`config.mk`:
```
export PLATFORM = sky130hd
export DESIGN_NAME = multi_pulse_gen
export DESIGN_NICKNAME = d
export VERILOG_FILES = /design/src/rtl/pulse_pkg.sv /design/src/rtl/pulse_timer.sv /design/src/rtl/multi_pulse_gen.sv
export SDC_FILE = /design/constraint.sdc
export NUM_CORES = 1
export LEC_CHECK = 0
export BUFFER_PORTS_ARGS = -buffer_cell sky130_fd_sc_hd__buf_4
export CAP_MARGIN = 20
export CORE_MARGIN = 8
export CORE_UTILIZATION = 60
export CTS_BUF_LIST = sky130_fd_sc_hd__clkbuf_16
export DETAILED_ROUTE_END_ITERATION = 12
export GPL_TIMING_DRIVEN = 0
export PLACE_DENSITY = 0.86
export REMOVE_ABC_BUFFERS = 1
export SLEW_MARGIN = 20
export SYNTH_ARGS = -nofsm -noshare
export SYNTH_HDL_FRONTEND = slang
export SYNTH_SLANG_ARGS = --single-unit
```
`constraint.sdc`:
```
create_clock -name clk -period 4.85 [get_ports clk]
set_clock_uncertainty 0.05 [all_clocks]
set_input_delay 0.2425 -clock clk [delete_from_list [all_inputs] [get_ports clk]]
set_output_delay 0.2425 -clock clk [all_outputs]
set_load 0.005 [all_outputs]
```
`src/rtl/pulse_pkg.sv`:
```
// rtl/pulse_pkg.sv - shared types, constants and helpers for the pulse-train generator
// Contents: pg_state_t FSM encoding, PG_CNT_W default counter width,
//           clamp_dur() which turns a zero duration into one cycle.
package pulse_pkg;

  localparam int PG_CNT_W = 32;
  // Durations pass through clamp_dur zero-extended to this width, so any
  // CNT_W up to 64 can share the one helper.
  localparam int DUR_W = 64;

  typedef enum logic [1:0] {
    IDLE = 2'd0,
    HIGH = 2'd1,
    LOW  = 2'd2,
    HOLD = 2'd3
  } pg_state_t;

  function automatic logic [DUR_W-1:0] clamp_dur(input logic [DUR_W-1:0] d);
    return (d == '0) ? DUR_W'(1) : d;
  endfunction

endpackage

```
`src/rtl/pulse_timer.sv`:
```
// rtl/pulse_timer.sv - loadable down-counter timing one FSM interval
// Ports: clk, rst (sync, active-high)
//        load/value : restart the interval with value cycles (value >= 1)
//        count      : cycles remaining in the current interval, this one included
//        expire     : high on the last cycle of the interval
module pulse_timer
  import pulse_pkg::*;
#(
  parameter int CNT_W = PG_CNT_W
) (
  input  logic             clk,
  input  logic             rst,
  input  logic             load,
  input  logic [CNT_W-1:0] value,
  output logic [CNT_W-1:0] count,
  output logic             expire
);

  // Holding at 1 after expiry keeps the counter from wrapping while the
  // FSM sits in IDLE; every running interval is reloaded on expire.
  always_ff @(posedge clk) begin
    if (rst) begin
      count <= '0;
    end else if (load) begin
      count <= value;
    end else if (count > CNT_W'(1)) begin
      count <= count - CNT_W'(1);
    end
  end

  assign expire = (count == CNT_W'(1));

endmodule

```
`src/rtl/multi_pulse_gen.sv`:
```
// rtl/multi_pulse_gen.sv - programmable gate pulse train with optional complementary drive
// Ports: clk, rst (sync, active-high)
//        trig (rising edge starts a train), enable (gates pulses 2..N),
//        abort (stop a running train, holdoff still applies)
//        n_pulses, t_first, t_high, t_low, t_hold : train setup, latched at start
//        k1 high-side gate, k2 low-side gate, busy, done (normal-end strobe)
module multi_pulse_gen
  import pulse_pkg::*;
#(
  parameter int CNT_W      = PG_CNT_W,
  parameter int MAX_PULSES = 4,
  parameter int COMPL      = 0,
  parameter int DEAD       = 8
) (
  input  logic                            clk,
  input  logic                            rst,
  input  logic                            trig,
  input  logic                            enable,
  input  logic                            abort,
  input  logic [$clog2(MAX_PULSES+1)-1:0] n_pulses,
  input  logic [CNT_W-1:0]                t_first,
  input  logic [CNT_W-1:0]                t_high,
  input  logic [CNT_W-1:0]                t_low,
  input  logic [CNT_W-1:0]                t_hold,
  output logic                            k1,
  output logic                            k2,
  output logic                            busy,
  output logic                            done
);

  localparam int NP_W = $clog2(MAX_PULSES + 1);

  pg_state_t        state, state_n;
  logic             trig_q;
  logic [NP_W-1:0]  idx, idx_n;
  logic [NP_W-1:0]  n_lat, n_clamped;
  logic [CNT_W-1:0] hi_lat, lo_lat, hold_lat;
  logic             aborted, aborted_n;
  logic             latch;
  logic             k1_n, k2_n, done_n;
  logic             tmr_load;
  logic [CNT_W-1:0] tmr_val;
  logic [CNT_W-1:0] count;
  logic             expire;
  logic [CNT_W-1:0] cnt_next;
  logic             k2_window;

  pulse_timer #(.CNT_W(CNT_W)) u_timer (
    .clk   (clk),
    .rst   (rst),
    .load  (tmr_load),
    .value (tmr_val),
    .count (count),
    .expire(expire)
  );

  always_comb begin
    n_clamped = n_pulses;
    if (n_pulses == '0) begin
      n_clamped = NP_W'(1);
    end else if (n_pulses > NP_W'(MAX_PULSES)) begin
      n_clamped = NP_W'(MAX_PULSES);
    end
  end

  // k2 is registered, so the dead-time window is evaluated on the count the
  // gap will show next cycle: high while DEAD < count <= t_low - DEAD.
  assign cnt_next  = count - CNT_W'(1);
  assign k2_window = (COMPL != 0) &&
                     (cnt_next > CNT_W'(DEAD)) &&
                     (({1'b0, cnt_next} + (CNT_W+1)'(DEAD)) <= {1'b0, lo_lat});

  always_comb begin
    state_n   = state;
    idx_n     = idx;
    aborted_n = aborted;
    latch     = 1'b0;
    tmr_load  = 1'b0;
    tmr_val   = hold_lat;
    k1_n      = 1'b0;
    k2_n      = 1'b0;
    done_n    = 1'b0;
    case (state)
      IDLE: begin
        if (trig && !trig_q) begin
          state_n   = HIGH;
          idx_n     = '0;
          aborted_n = 1'b0;
          latch     = 1'b1;
          tmr_load  = 1'b1;
          tmr_val   = CNT_W'(clamp_dur(DUR_W'(t_first)));
          k1_n      = 1'b1;
        end
      end
      HIGH: begin
        if (abort) begin
          state_n   = HOLD;
          aborted_n = 1'b1;
          tmr_load  = 1'b1;
          tmr_val   = hold_lat;
        end else if (expire) begin
          tmr_load = 1'b1;
          if ((idx + NP_W'(1)) < n_lat) begin
            state_n = LOW;
            tmr_val = lo_lat;
          end else begin
            state_n = HOLD;
            tmr_val = hold_lat;
          end
        end else begin
          k1_n = (idx == '0) ? 1'b1 : enable;
        end
      end
      LOW: begin
        if (abort) begin
          state_n   = HOLD;
          aborted_n = 1'b1;
          tmr_load  = 1'b1;
          tmr_val   = hold_lat;
        end else if (expire) begin
          state_n  = HIGH;
          idx_n    = idx + NP_W'(1);
          tmr_load = 1'b1;
          tmr_val  = hi_lat;
          k1_n     = enable;
        end else begin
          k2_n = k2_window;
        end
      end
      HOLD: begin
        if (expire) begin
          state_n = IDLE;
          done_n  = !aborted;
        end
      end
      default: state_n = IDLE;
    endcase
  end

  always_ff @(posedge clk) begin
    if (rst) begin
      state    <= IDLE;
      trig_q   <= 1'b1;
      idx      <= '0;
      aborted  <= 1'b0;
      n_lat    <= NP_W'(1);
      hi_lat   <= CNT_W'(1);
      lo_lat   <= CNT_W'(1);
      hold_lat <= CNT_W'(1);
      k1       <= 1'b0;
      k2       <= 1'b0;
      busy     <= 1'b0;
      done     <= 1'b0;
    end else begin
      state   <= state_n;
      trig_q  <= trig;
      idx     <= idx_n;
      aborted <= aborted_n;
      if (latch) begin
        n_lat    <= n_clamped;
        hi_lat   <= CNT_W'(clamp_dur(DUR_W'(t_high)));
        lo_lat   <= CNT_W'(clamp_dur(DUR_W'(t_low)));
        hold_lat <= CNT_W'(clamp_dur(DUR_W'(t_hold)));
      end
      k1   <= k1_n;
      k2   <= k2_n;
      busy <= (state_n != IDLE);
      done <= done_n;
    end
  end

endmodule
```
Word-level counts from Yosys, hierarchy flattened
Cells that the tools add are included.

storage, ports and cells
  word-level logic and storage cells = 86
  output and inout port bits = 4
  input port bits = 136
  register bits = 141

operators by class
  eq/ne operators = 8
  add/sub/neg operators = 2
  bitwise gates (word level) = 2
  multiplexer cells = 41
  magnitude comparators = 3
  reduce and logical (&&, ||, !) cells = 18

operators by type and width
  cell                                                                              number
  32-bit two-way mux                                                                12
  32-bit logical NOT                                                                4
  32-bit one-hot mux with 3 select lines                                            1
  32-bit by 1-bit equality test with 1-bit output, second input constant            1
  32-bit by 1-bit greater-than comparator with 1-bit output, second input constant  1
  32-bit by 1-bit subtractor with 32-bit output, second input constant              1
  3-bit two-way mux                                                                 5
  1-bit two-way mux                                                                 12
  2-bit two-way mux                                                                 6
  2-bit one-hot mux with 4 select lines                                             1
  2-bit nonzero test                                                                4
  3-bit logical NOT                                                                 2
  2-bit inequality test, second input constant                                      3
  3-bit one-hot mux with 2 select lines                                             1
  2-bit equality test, second input constant                                        2
  1-bit one-hot mux with 2 select lines                                             2
  4-bit AND reduction                                                               1
  3-bit by 1-bit adder with 3-bit output, second input constant                     1
  3-bit greater-than comparator, second input constant                              1
  3-bit < comparator                                                                1
  1-bit one-hot mux with 3 select lines                                             1
  3-bit AND reduction                                                               1
  3-bit OR reduction                                                                1
  2-bit by 1-bit equality test with 1-bit output, second input constant             1
  6 further kinds                                                                   8

Logic depth before layout (Yosys ltp)
Gate-level depths: netlist of the first run.

  depth in word-level cells = 7
  mapped depth = 11

Modules after synthesis
From an unflattened synthesis of the first run, not the netlist that was laid out.

unflattened totals
  cell total of the unflattened synthesis = 868
  area total of the unflattened synthesis = 7,026.7 µm²

modules (own cells, without submodules)
  module           cells each  instances  area an instance (µm²)
  multi_pulse_gen  653         1          5,134.9
  pulse_timer      215         1          1,891.8

Least setup slack after synthesis of the first run
OpenSTA, ideal clock, no wires.

  path type = register to register
  start = register idx[0]
  end = register u_timer.count[18]
  period minus slack after synthesis = 2.667 ns
  setup time = 0.122 ns
  cell stages (with the launch flop) = 11
  arrival time = 2.495 ns
  path slack = 2.183 ns
  required time = 4.678 ns
  cell sequence = dfxtp_1 ha_1 xor2_1 ha_1 a21oi_1 o21ai_1 a211oi_1 a21oi_1 and2_2 buf_4 a221o_1

on the way
  cells in the longest elaborated chain, start to end = 7

RTL lines
  item                                    RTL line                source
  start, declared                         multi_pulse_gen.sv:35   logic [NP_W-1:0] idx, idx_n;
  start signal, assigned                  multi_pulse_gen.sv:157  idx <= idx_n;
  3-bit by 1-bit adder with 3-bit output  multi_pulse_gen.sv:103  if ((idx + NP_W'(1)) < n_lat) begin
  3-bit < comparator                      multi_pulse_gen.sv:103
  32-bit two-way mux                      multi_pulse_gen.sv:103
  32-bit two-way mux                      multi_pulse_gen.sv:101  end else if (expire) begin
  32-bit two-way mux                      multi_pulse_gen.sv:96   if (abort) begin
  32-bit one-hot mux with 3 select lines  multi_pulse_gen.sv:83   case (state)
  32-bit two-way mux                      pulse_timer.sv:24       end else if (load) begin
  end signal, assigned                    pulse_timer.sv:25       count <= value;
  end signal, assigned                    pulse_timer.sv:27       count <= count - CNT_W'(1);
  end, declared                           pulse_timer.sv:15       output logic [CNT_W-1:0] count,

No other way between the ends.
A chain may end at the register's enable or synchronous reset.

Worst setup path in the final report of the first run
  start = register state[0]
  end = register u_timer.count[30]

on the way
  cells in the longest elaborated chain, start to end = 4
  elaborated cells between the ends (all ways) = 8
  those cells by class = 2 x eq/ne; 3 x mux; 3 x reduce/logical

RTL lines
  item                                                                                          RTL line                source
  start, declared                                                                               multi_pulse_gen.sv:33   pg_state_t state, state_n;
  start signal, assigned                                                                        multi_pulse_gen.sv:155  state <= state_n;
  2-bit equality test / 2-bit by 1-bit equality test with 1-bit output (equally long branches)  multi_pulse_gen.sv:83
  2-bit OR reduction (no source line)                                                           n/a
  1-bit one-hot mux with 2 select lines                                                         multi_pulse_gen.sv:83
  32-bit two-way mux / 2-bit nonzero test (equally long branches)                               n/a

Parallel ways exist; a longest one is shown, timed or not.

==> results.yml, run 1 <==
routing:
  dr.pass1.iters: 5
  vias: 7263
  wirelength_um: 22400
  drc_errors: 0
  antenna_left: 0
  drt_iter0_markers: 826
  wire_per_inst_um: 19.3
  avgViaCountPerCell: 6.26
place:
  dp_hpwl_um: 15900
  pre_cts_ws_ns: 1.21
  finalWeightedCongestion: 0.890
  dp_cells: 1131
  port_buffers: 138
floorplanning:
  row_count: 39
  die_area_sq_mm: 0.0155
  die_h_um: 124
  die_w_um: 124
  initial_utilization_pct: 61.6
  ioPinCount: 140
  core_sq_mm: 0.0115
cts:
  cts_setup_buffers: 0
  cts_root_buf: "clkbuf_16"
  cts_buffer_depth: 2
  clk_latency_ns: 0.43
  cts_tree: "yes"
  cts_inserted_buffers: 17
  path_clk_slew_ns: 0.06
  cts.htree.levels: 4
  cts_sinks: 141
power_and_ir_drop:
  power_density_mw_per_mm2: 468
  power_mw: 4.16
  leakage_nw: 3.34
  ir_drop_v: 0.000333
setup_path:
  crit_required_ns: 5.11
  crit_fanout: 18
  criticalPathCategory: "reg -> reg"
  cp_top_family: "simple AND/OR/NAND/NOR gates"
  crit_arrival_ns: 4.04
  max_stage_delay_ns: 0.73
  cp-start-kind: "flip-flop"
  crit_start: "state[0]"
  slowest_stage: "nand2b_1"
  worst_setup_path_end_kind: "flip-flop"
  crit_top_cell: "a21oi_1"
  r2r-start: "state[0]"
  path_cells: "inv_1 > ha_1 > nand3b_1 > buf_8 > a21oi_1 > a31oi_2 > buf_6 > nand2b_1 > a21oi_1 > a221o_1"
  cp.buffers_inverters: 3
synth:
  synth_cells: 892
  async_reset_ff_share_pct: 0
  ys_ff_latch: 141
  netlist_area_sq_mm: 0.00706
  synth_edf_count: 0
  ys_warn_count: 0
  synth_cell_type_count: 68
  yosysSeqAreaShare_pct: 40.0
  synth_area_per_cell_sq_um: 7.92
  synth_ff_type: "dfxtp_1"
grt:
  grt.total_usage_pct: 28.0
  grt_pass1_wl_um: 35500
  grt_max_degree: 119
  first_global_vias: 7082
  grt_antenna_before_repair: 0
  globalRouteOverflowTotal: 0
timing:
  fin_crit_sh_pct: 77.9
  setup_viol: 0
  fin_ws_ns: 1.07
  maxSlewViolCount: 0
  layout_min_cycle_time_ns: 3.78
  rsz0062_at_grt: "false"
  max_freq_mhz: 265
  worstMarginPinSlew_ns: 0.912
  hold_violations: 0
  max_slew_margin_pct: 39.2
final_layout:
  area_delta_synth_final_pct: 25.8
  finalNetCount: 1154
  stdcell_count: 1161
  antenna_cells: 0
  layout-drive-gt1-share_pct: 21.3
worst_hold_path:
  hold_start: "t_low[2]"
  min_path_type: "in -> reg"
job:
  maxCapViolCount: 0
status:
  status: "finished, final reports clean"
==> cell families after synthesis <==
kind of cell,count (synthesis),synth area share [%]
compound gates,256,22.9
xor+xnor,23,2.85
fa+ha+maj,10,1.77
buf+inv,70,4.20
flops,141,40.0
mux,6,0.939
other cells,1,0.0531
simple gates,385,27.3
==> stage by stage <==
step           util [%]  area (sq um)  TNS [ns]  hold slack, ns
2_1_floorplan         -          6820         0           0.259
3_3_place_gp       70.0          8030   -178.67           0.354
3_5_place_dp       72.1          8270         0           0.350
4_1_cts            77.4          8880         0          0.0144
5_1_grt            77.5          8880         0          0.0142
6_report           77.5          8880         0          0.0131
==> flip-flops by register name (all words and copies together), names as in the netlist <==
signal,cells
hi_lat,32
lo_lat,32
busy,1
k1,1
done,1
idx,3
n_lat,3
u_timer.count,32
hold_lat,32
aborted,1
trig_q,1
state,2
==> what timing repair did <==
action,4_1_cts,5_1_grt
endpoints found under the hold margin,1,0
hold buffers,1,0
gates resized for setup,0,0
==> final timing paths <==
kind | endpoint | slack [ns] | cells past startpoint
min | lo_lat[2] | 0.01 | 3
min reg2reg | done | 0.36 | 1
max reg2reg | u_timer.count[30] | 1.07 | 10
max | u_timer.count[30] | 1.07 | 10
==> worst min-delay path, stage by stage <==
cell     delay [ns]
buf_4          0.11
nand2_1        0.05
a21oi_1        0.05
==> per-layer routing <==
layer | wire (um) | vias to the layer above | GRT usage, %
met1 | 9060 | 3378 | 34.8
met2 | 10600 | 393 | 44.4
met4 | 458 | 0 | 12.0
li1 | - | 3443 | -
met5 | 0 | - | 0
met3 | 2240 | 49 | 7.79
==> area by class of cell <==
type / instances / area [sq um]
Clock buffer: 17 / 425
Clock inverter: 12 / 174
Fill cell: 817 / 2580
Inverter: 14 / 52.6
Multi-Input combinational cell: 681 / 3970
Sequential cell: 141 / 2820
Tap cell: 143 / 179
Timing Repair Buffer: 153 / 1260
==> synthesized netlist by cell type (9+ instances only) <==
cell	n	area, sq um
a211oi_1	12	90.1
a21oi_1	139	696
a22o_1	11	96.3
a22oi_1	21	158
buf_2	9	45.0
clkbuf_1	41	154
dfxtp_1	141	2820
ha_1	10	125
inv_1	14	52.6
nand2_1	233	875
nor2_1	27	101
nor3_1	11	55.1
nor4_1	36	225
o21ai_0	17	85.1
xnor2_1	12	105
xor2_1	11	96.3
==> power breakdown <==
part           switching (mW)  total [mW]  internal [mW]
logic                   0.778        1.35          0.575
clock network           0.490        1.34          0.848
registers               0.169        1.47           1.30
==> cells in the final DEF (no fill, tap or decap), types with 5 or more instances in the layout <==
master and n:
nand2_1 233, dfxtp_1 141, buf_4 139, a21oi_1 137, nor4_1 36, nor2_1 26
a22oi_1 21, o21ai_0 17, clkbuf_16 17, inv_1 15, a211oi_1 12, xnor2_1 12
xor2_1 11, a22o_1 11, nor3_1 10, ha_1 10, nand3_1 8, a221o_1 8
or4_1 7, a211o_1 7, nand4_1 7, buf_6 7, nor4_4 6, and2_1 6
o22ai_1 6, and4_1 5, a221oi_1 5, o31ai_1 5, or3_1 5, mux2_2 5
Power figures use the tool's default switching activity.
==> run 2: changes to the inputs <==
Settings changed: ABC_AREA set to 1, CORE_UTILIZATION 60 to 51, PLACE_DENSITY 0.86 to 0.77.
Clock period 4.85 ns to 3.25 ns, I/O delays scaled along.
==> run 2 against run 1 <==
  * Core utilization fell by 8.6 points
  * Critical endpoint is now busy
  * Worst hold slack improved by 0.0040 ns
  * Fmax rose by 26%
  * Combinational power rose by 59%
  * Highest routed layer unchanged
  * First-iteration DRC count rose by 6.7%
  * Register-to-register slack got worse by 0.83 ns
  * Sequential share of layout area fell by 4.4 points
  * Clock-buffer cell count did not move
  * Final area rose by 16%
  * Critical path type unchanged
  * Area after synthesis rose by 9.4%
  * Sequential power rose by 47%
  * Global-route usage fell by 1.8 points
==> results.yml, run 2 <==
status:
  status: "finished, final reports clean"
cts:
  cts_buffer_depth: 2
  clk_latency_ns: 0.42
  cts_tree: "yes"
  cts_root_buf: "clkbuf_16"
  cts_inserted_buffers: 17
  cts_sinks: 141
  cts_setup_buffers: 0
  cts.htree.levels: 4
  path_clk_slew_ns: 0.06
floorplanning:
  core_sq_mm: 0.0150
  die_w_um: 139
  die_h_um: 139
  row_count: 45
  die_area_sq_mm: 0.0193
  initial_utilization_pct: 51.6
  ioPinCount: 140
power_and_ir_drop:
  power_density_mw_per_mm2: 605
  leakage_nw: 4.68
  ir_drop_v: 0.000439
setup_path:
  slowest_stage: "dfxtp_1"
  cp-start-kind: "flip-flop"
  crit_start: "idx[0]"
  criticalPathCategory: "reg -> reg"
  crit_fanout: 21
  path_cells: "ha_1 > xor2_1 > ha_1 > a21oi_1 > nand2_2 > inv_1 > nand3_4 > o211ai_1 > nand3_1 > nand3_1 > nand2_1"
  max_stage_delay_ns: 0.39
  reg2reg_setup_slack_ns: 0.24
  crit_required_ns: 3.50
  crit_arrival_ns: 3.26
  r2r-start: "idx[0]"
  rr_endpoint: "busy"
  reg2reg_depth: 11
  worst_setup_path_end_kind: "flip-flop"
  cp-endpoint: "busy"
timing:
  setup_viol: 0
  worstMarginPinSlew_ns: 1.07
  layout_min_cycle_time_ns: 3.01
  max_freq_mhz: 333
  rsz0062_at_grt: "false"
  fin_crit_sh_pct: 92.5
  maxSlewViolCount: 0
  max_slew_margin_pct: 28.4
  hold_violations: 0
  tns_ns: 0
synth:
  yosysSeqAreaShare_pct: 36.6
  synth_cells: 1183
  ys_warn_count: 0
  async_reset_ff_share_pct: 0
  synth.top_cell.area_share_pct: 36.6
  synth_edf_count: 0
  netlist_area_sq_mm: 0.00772
  ys_top_cells_by_area: "dfxtp_1, nand2_1, o21ai_0, a21oi_1, inv_1"
  ys_ff_latch: 141
  ys_top_cells_by_count: "nand2_1, inv_1, dfxtp_1, o21ai_0, nor2_1"
  synth_area_per_cell_sq_um: 6.53
  synth_cell_type_count: 41
  yosys.area.top_type: "dfxtp_1"
  synth.most_common_cell: "nand2_1"
  synth_ff_type: "dfxtp_1"
routing:
  antenna_left: 0
  avgViaCountPerCell: 5.49
  wire_per_inst_um: 16.4
  vias: 8670
  drc_errors: 0
  drt_iter0_markers: 881
  wirelength_um: 25800
  dr.pass1.iters: 6
place:
  port_buffers: 138
  dp_hpwl_um: 16500
  finalWeightedCongestion: 0.903
  dpl_cell_area_sq_mm: 0.00875
final_layout:
  finalNetCount: 1522
  final_cell_mix: "nand2_1, inv_1, dfxtp_1, buf_4, o21ai_0"
  layout-drive-gt1-share_pct: 15.1
  n_fill_cell: 1194
  final_common_cell: "nand2_1"
  area_delta_synth_final_pct: 33.6
  final_area_sq_mm: 0.0103
grt:
  first_global_vias: 8199
  grt_antenna_before_repair: 4
  grt_max_degree: 153
  grt_pass1_wl_um: 41300
  grt.total_usage_pct: 26.2
  globalRouteOverflowTotal: 0
worst_hold_path:
  min_path_type: "in -> reg"
job:
  maxCapViolCount: 0
## run 2: cell types whose count changed in the layout (fill, tap and decap cells not counted), moves of 8 or more
cell           previous run  this run
nand3_1                   8        76
nand2_2                   0         9
a22o_1                   11         1
a22oi_1                  21         9
a211oi_1                 12         3
a21oi_1                 137       119
dlygate4sd3_1             1        96
inv_1                    15       150
a221o_1                   8         0
nor2_1                   26       126
nand4_1                   7        31
nor4_1                   36        11
o21ai_0                  17       135
## run 2: worst max-delay path: cells and delay by family (launching register included)
| family | cells | cell delay [ns] |
|---|---|---|
| compound gates | 2 | 0.46 |
| xor+xnor | 1 | 0.22 |
| fa+ha+maj | 2 | 0.47 |
| buf+inv | 1 | 0.35 |
| flops | 1 | 0.39 |
| simple gates | 5 | 0.93 |
## run 2: layout make-up
cell class              count  area (sq um)  share of cell area (%)
clock inverters            14           154                    1.49
well taps                 188           235                    2.28
diodes                      4          10.0                  0.0970
repair buffers            235          2020                    19.6
inverters                 154           596                    5.77
multi-input cells         827          4050                    39.3
flip-flops and latches    141          2820                    27.4
clock buffers              17           425                    4.12
## run 2: power breakdown
group | total, mW | switching [mW] | internal [mW]
combinational | 2.14 | 1.33 | 0.802
sequential | 2.16 | 0.197 | 1.96
clock | 1.95 | 0.760 | 1.19
## run 2: through the flow
step                      hold WS [ns]  total power [mW]  worst slack, ns  util [%]  cells
after floorplan                  0.175              3.59            0.186         -   1122
after global placement           0.302              4.11            -1.25      58.1   1448
after detailed placement         0.308              4.15           -0.336      58.4   1449
after CTS                      0.00376              6.19            0.198      68.8   1576
after global routing            0.0115              6.64            0.122      68.9   1580
final                           0.0171              6.24            0.244      68.9   1580
## run 2: layer usage
metal	track usage (%)	vias up	wire length, um
met2	41.8	428	12100
li1	-	4239	-
met4	12.6	0	1100
met3	5.30	88	1930
met1	33.2	3915	10700
met5	0	-	0
## run 2: timing repair
action                                 in CTS  in global routing
setup endpoints to repair                  14                  3
resized for setup                           2                  1
endpoints found under the hold margin      95                  0
hold buffers                               96                  0
## run 2: kinds of logic after synthesis
kind of cell	Yosys count	share of synthesized area, %
AND/OR/NAND/NOR	520	29.5
other	1	0.0486
AO/OA/AOI/OAI	280	19.2
XOR/XNOR	16	1.81
adder cells (fa/ha/maj)	10	1.62
buffers and inverters	215	11.2
flip-flops	141	36.6
## run 2: worst min-delay path by stage
stage / start / to / slack [ns] / depth (start not counted)
2_1_floorplan: rst / u_timer.count[26] / 0.17 / 1
3_3_place_gp: trig / trig_q / 0.30 / 3
3_5_place_dp: trig / trig_q / 0.31 / 3
4_1_cts: t_hold[14] / hold_lat[14] / 0.004 / 3
5_1_grt: t_hold[14] / hold_lat[14] / 0.01 / 3
6_report: n_pulses[2] / n_lat[2] / 0.02 / 3
==> run 3: changes to the inputs <==
Settings changed: CORE_UTILIZATION 51 to 25, PLACE_DENSITY 0.77 to not set, REMOVE_ABC_BUFFERS 1 to not set.
==> run 3 against run 2 <==
  * Core utilization decreased by 33 points
  * Total power increased by 3.9%
  * Sequential power about the same
  * Register-to-register slack got worse by 0.05 ns
  * Worst hold slack improved by 0.0063 ns
  * Sequential share of layout area decreased by 1.3 points
  * Clock power increased by 6%
  * Worst setup slack got worse by 0.054 ns
  * Critical path depth increased by 2
  * Clock-buffer cell count unchanged
  * Largest cell class unchanged
==> results.yml, run 3 (synthesized netlist as in run 2, its figures left out) <==
final_layout:
  stdcell_count: 1847
  final_common_cell: "nand2_1"
  post-route-util_pct: 35.5
  area_delta_synth_final_pct: 40.2
  final_cell_mix: "nand2_1, inv_1, dfxtp_1, buf_4, o21ai_0"
  layout-drive-gt1-share_pct: 15.4
  n_fill_cell: 3216
  finalNetCount: 1581
setup_path:
  slowest_stage: "nand2_1"
  worst_setup_path_end_kind: "flip-flop"
  criticalPathCategory: "reg -> reg"
  reg2reg_setup_slack_ns: 0.19
  cp-start-kind: "flip-flop"
  crit_arrival_ns: 3.31
  crit_fanout: 12
  crit_start: "idx[0]"
  crit_required_ns: 3.50
  crit_top_cell: "nand3_1"
  path_cells: "ha_1 > xor2_1 > ha_1 > nand3_1 > nand2_1 > inv_1 > nand3_1 > buf_2 > nor2_1 > nor2_1 > nand3_1 > nand3_1 > nor2_1"
  r2r-start: "idx[0]"
  max_stage_delay_ns: 0.44
grt:
  grt_max_degree: 17
  grt_pass1_wl_um: 50000
  first_global_vias: 8815
  grt.total_usage_pct: 17.7
  grt_antenna_before_repair: 1
  globalRouteOverflowTotal: 0
timing:
  layout_min_cycle_time_ns: 3.06
  setup_viol: 0
  max_freq_mhz: 327
  maxSlewViolCount: 0
  hold_violations: 0
  tns_ns: 0
  fin_ws_ns: 0.190
  rsz0062_at_grt: "false"
  worstMarginPinSlew_ns: 0.902
  max_slew_margin_pct: 39.9
  fin_crit_sh_pct: 94.1
place:
  pre_cts_ws_ns: 0.219
  finalWeightedCongestion: 0.932
  dp_cells: 1717
  dp_hpwl_um: 25400
  port_buffers: 138
cts:
  cts.htree.levels: 4
  clk_latency_ns: 0.43
  path_clk_slew_ns: 0.07
  cts_tree: "yes"
  cts_inserted_buffers: 17
  cts_root_buf: "clkbuf_16"
  cts_buffer_depth: 2
  cts-resized-gates: 0
  cts_sinks: 141
worst_hold_path:
  hold_start: "t_high[31]"
  min_path_type: "in -> reg"
status:
  status: "finished, final reports clean"
routing:
  drc_errors: 0
  dr.pass1.iters: 6
  wirelength_um: 32900
  drt_iter0_markers: 948
  antenna_left: 0
  avgViaCountPerCell: 4.84
  wire_per_inst_um: 17.8
  vias: 8934
floorplanning:
  initial_utilization_pct: 25.3
  die_h_um: 192
  ioPinCount: 140
  row_count: 64
  die_area_sq_mm: 0.0368
  die_w_um: 192
  core_sq_mm: 0.0305
power_and_ir_drop:
  p_sw_share_pct: 37.9
  leakage_nw: 4.82
  p_int_mw: 4.02
  seqPwrFrac_pct: 33.6
  ir_drop_v: 0.000277
  clkPwrFrac_pct: 31.9
  power_mw: 6.48
  power_density_mw_per_mm2: 599
  p_sw_mw: 2.46
  combPwrFrac_pct: 34.5
synth:
  syn_nets: 1329
job:
  maxCapViolCount: 0
-- run 3: cell types whose count changed in the layout (fill, tap and decap cells not counted), sizes merged --
cell,change
buf,+17
clkbuf,+42
clkinv,+1
clkinvlp,-4
diode,-1
inv,+4
-- run 3: power groups by stage --
stage               Clock [mW]  Combinational (mW)  Sequential (mW)
floorplan                    0                1.51             2.14
finish                    2.07                2.23             2.18
global route              2.16                2.50             2.20
global placement             0                2.10             2.21
CTS                       2.08                2.21             2.17
detailed placement           0                2.11             2.21
-- run 3: worst paths after layout --
path	endpoint	cells after the start
min	hi_lat[31]	3
min reg2reg	lo_lat[27]	2
max	u_timer.count[18]	13
max reg2reg	u_timer.count[18]	13
-- run 3: per-stage QoR --
stage / instance area [sq um] / hold slack (ns)
2_1_floorplan: 7720 / 0.190
4_1_cts: 10800 / 0.00612
3_5_place_dp: 9250 / 0.326
5_1_grt: 10800 / 0.0221
6_report: 10800 / 0.0234
3_3_place_gp: 9250 / 0.330
-- run 3: critical path: cells and delay by family, from the launching register on --
family	cells	cell delay [ns]
xor gates and xnor gates	1	0.17
buffers and inverters	2	0.49
DFF	1	0.33
and+or+nand+nor	8	1.36
adders and majority gates	2	0.53
-- run 3: what timing repair did --
item | 4_1_cts | 5_1_grt
endpoints found under the setup margin | 0 | 2
buffers inserted | 0 | 0
hold buffers | 96 | 0
endpoints found under the hold margin | 95 | 0
-- run 3: metal layers --
| metal | global-route usage, % | routed length (um) | vias to the layer above | part of all wire [%] |
|---|---|---|---|---|
| met5 | 0 | 0 | - | 0 |
| met4 | 6.36 | 989 | 0 | 3.0 |
| met3 | 2.80 | 2170 | 59 | 6.6 |
| met2 | 29.6 | 15500 | 364 | 47 |
| met1 | 22.6 | 14200 | 4142 | 43 |
| li1 | - | - | 4369 | - |
-- run 3: cell type report --
cell class | count | area [sq um] | area share (%)
Inverter | 154 | 583 | 5.38
Multi-Input combinational cell | 827 | 4030 | 37.2
Tap cell | 396 | 495 | 4.57
Sequential cell | 141 | 2820 | 26.1
Clock inverter | 15 | 186 | 1.72
Clock buffer | 17 | 425 | 3.93
Antenna cell | 3 | 7.51 | 0.0693
Timing Repair Buffer | 234 | 2000 | 18.4
Buffer | 60 | 282 | 2.60
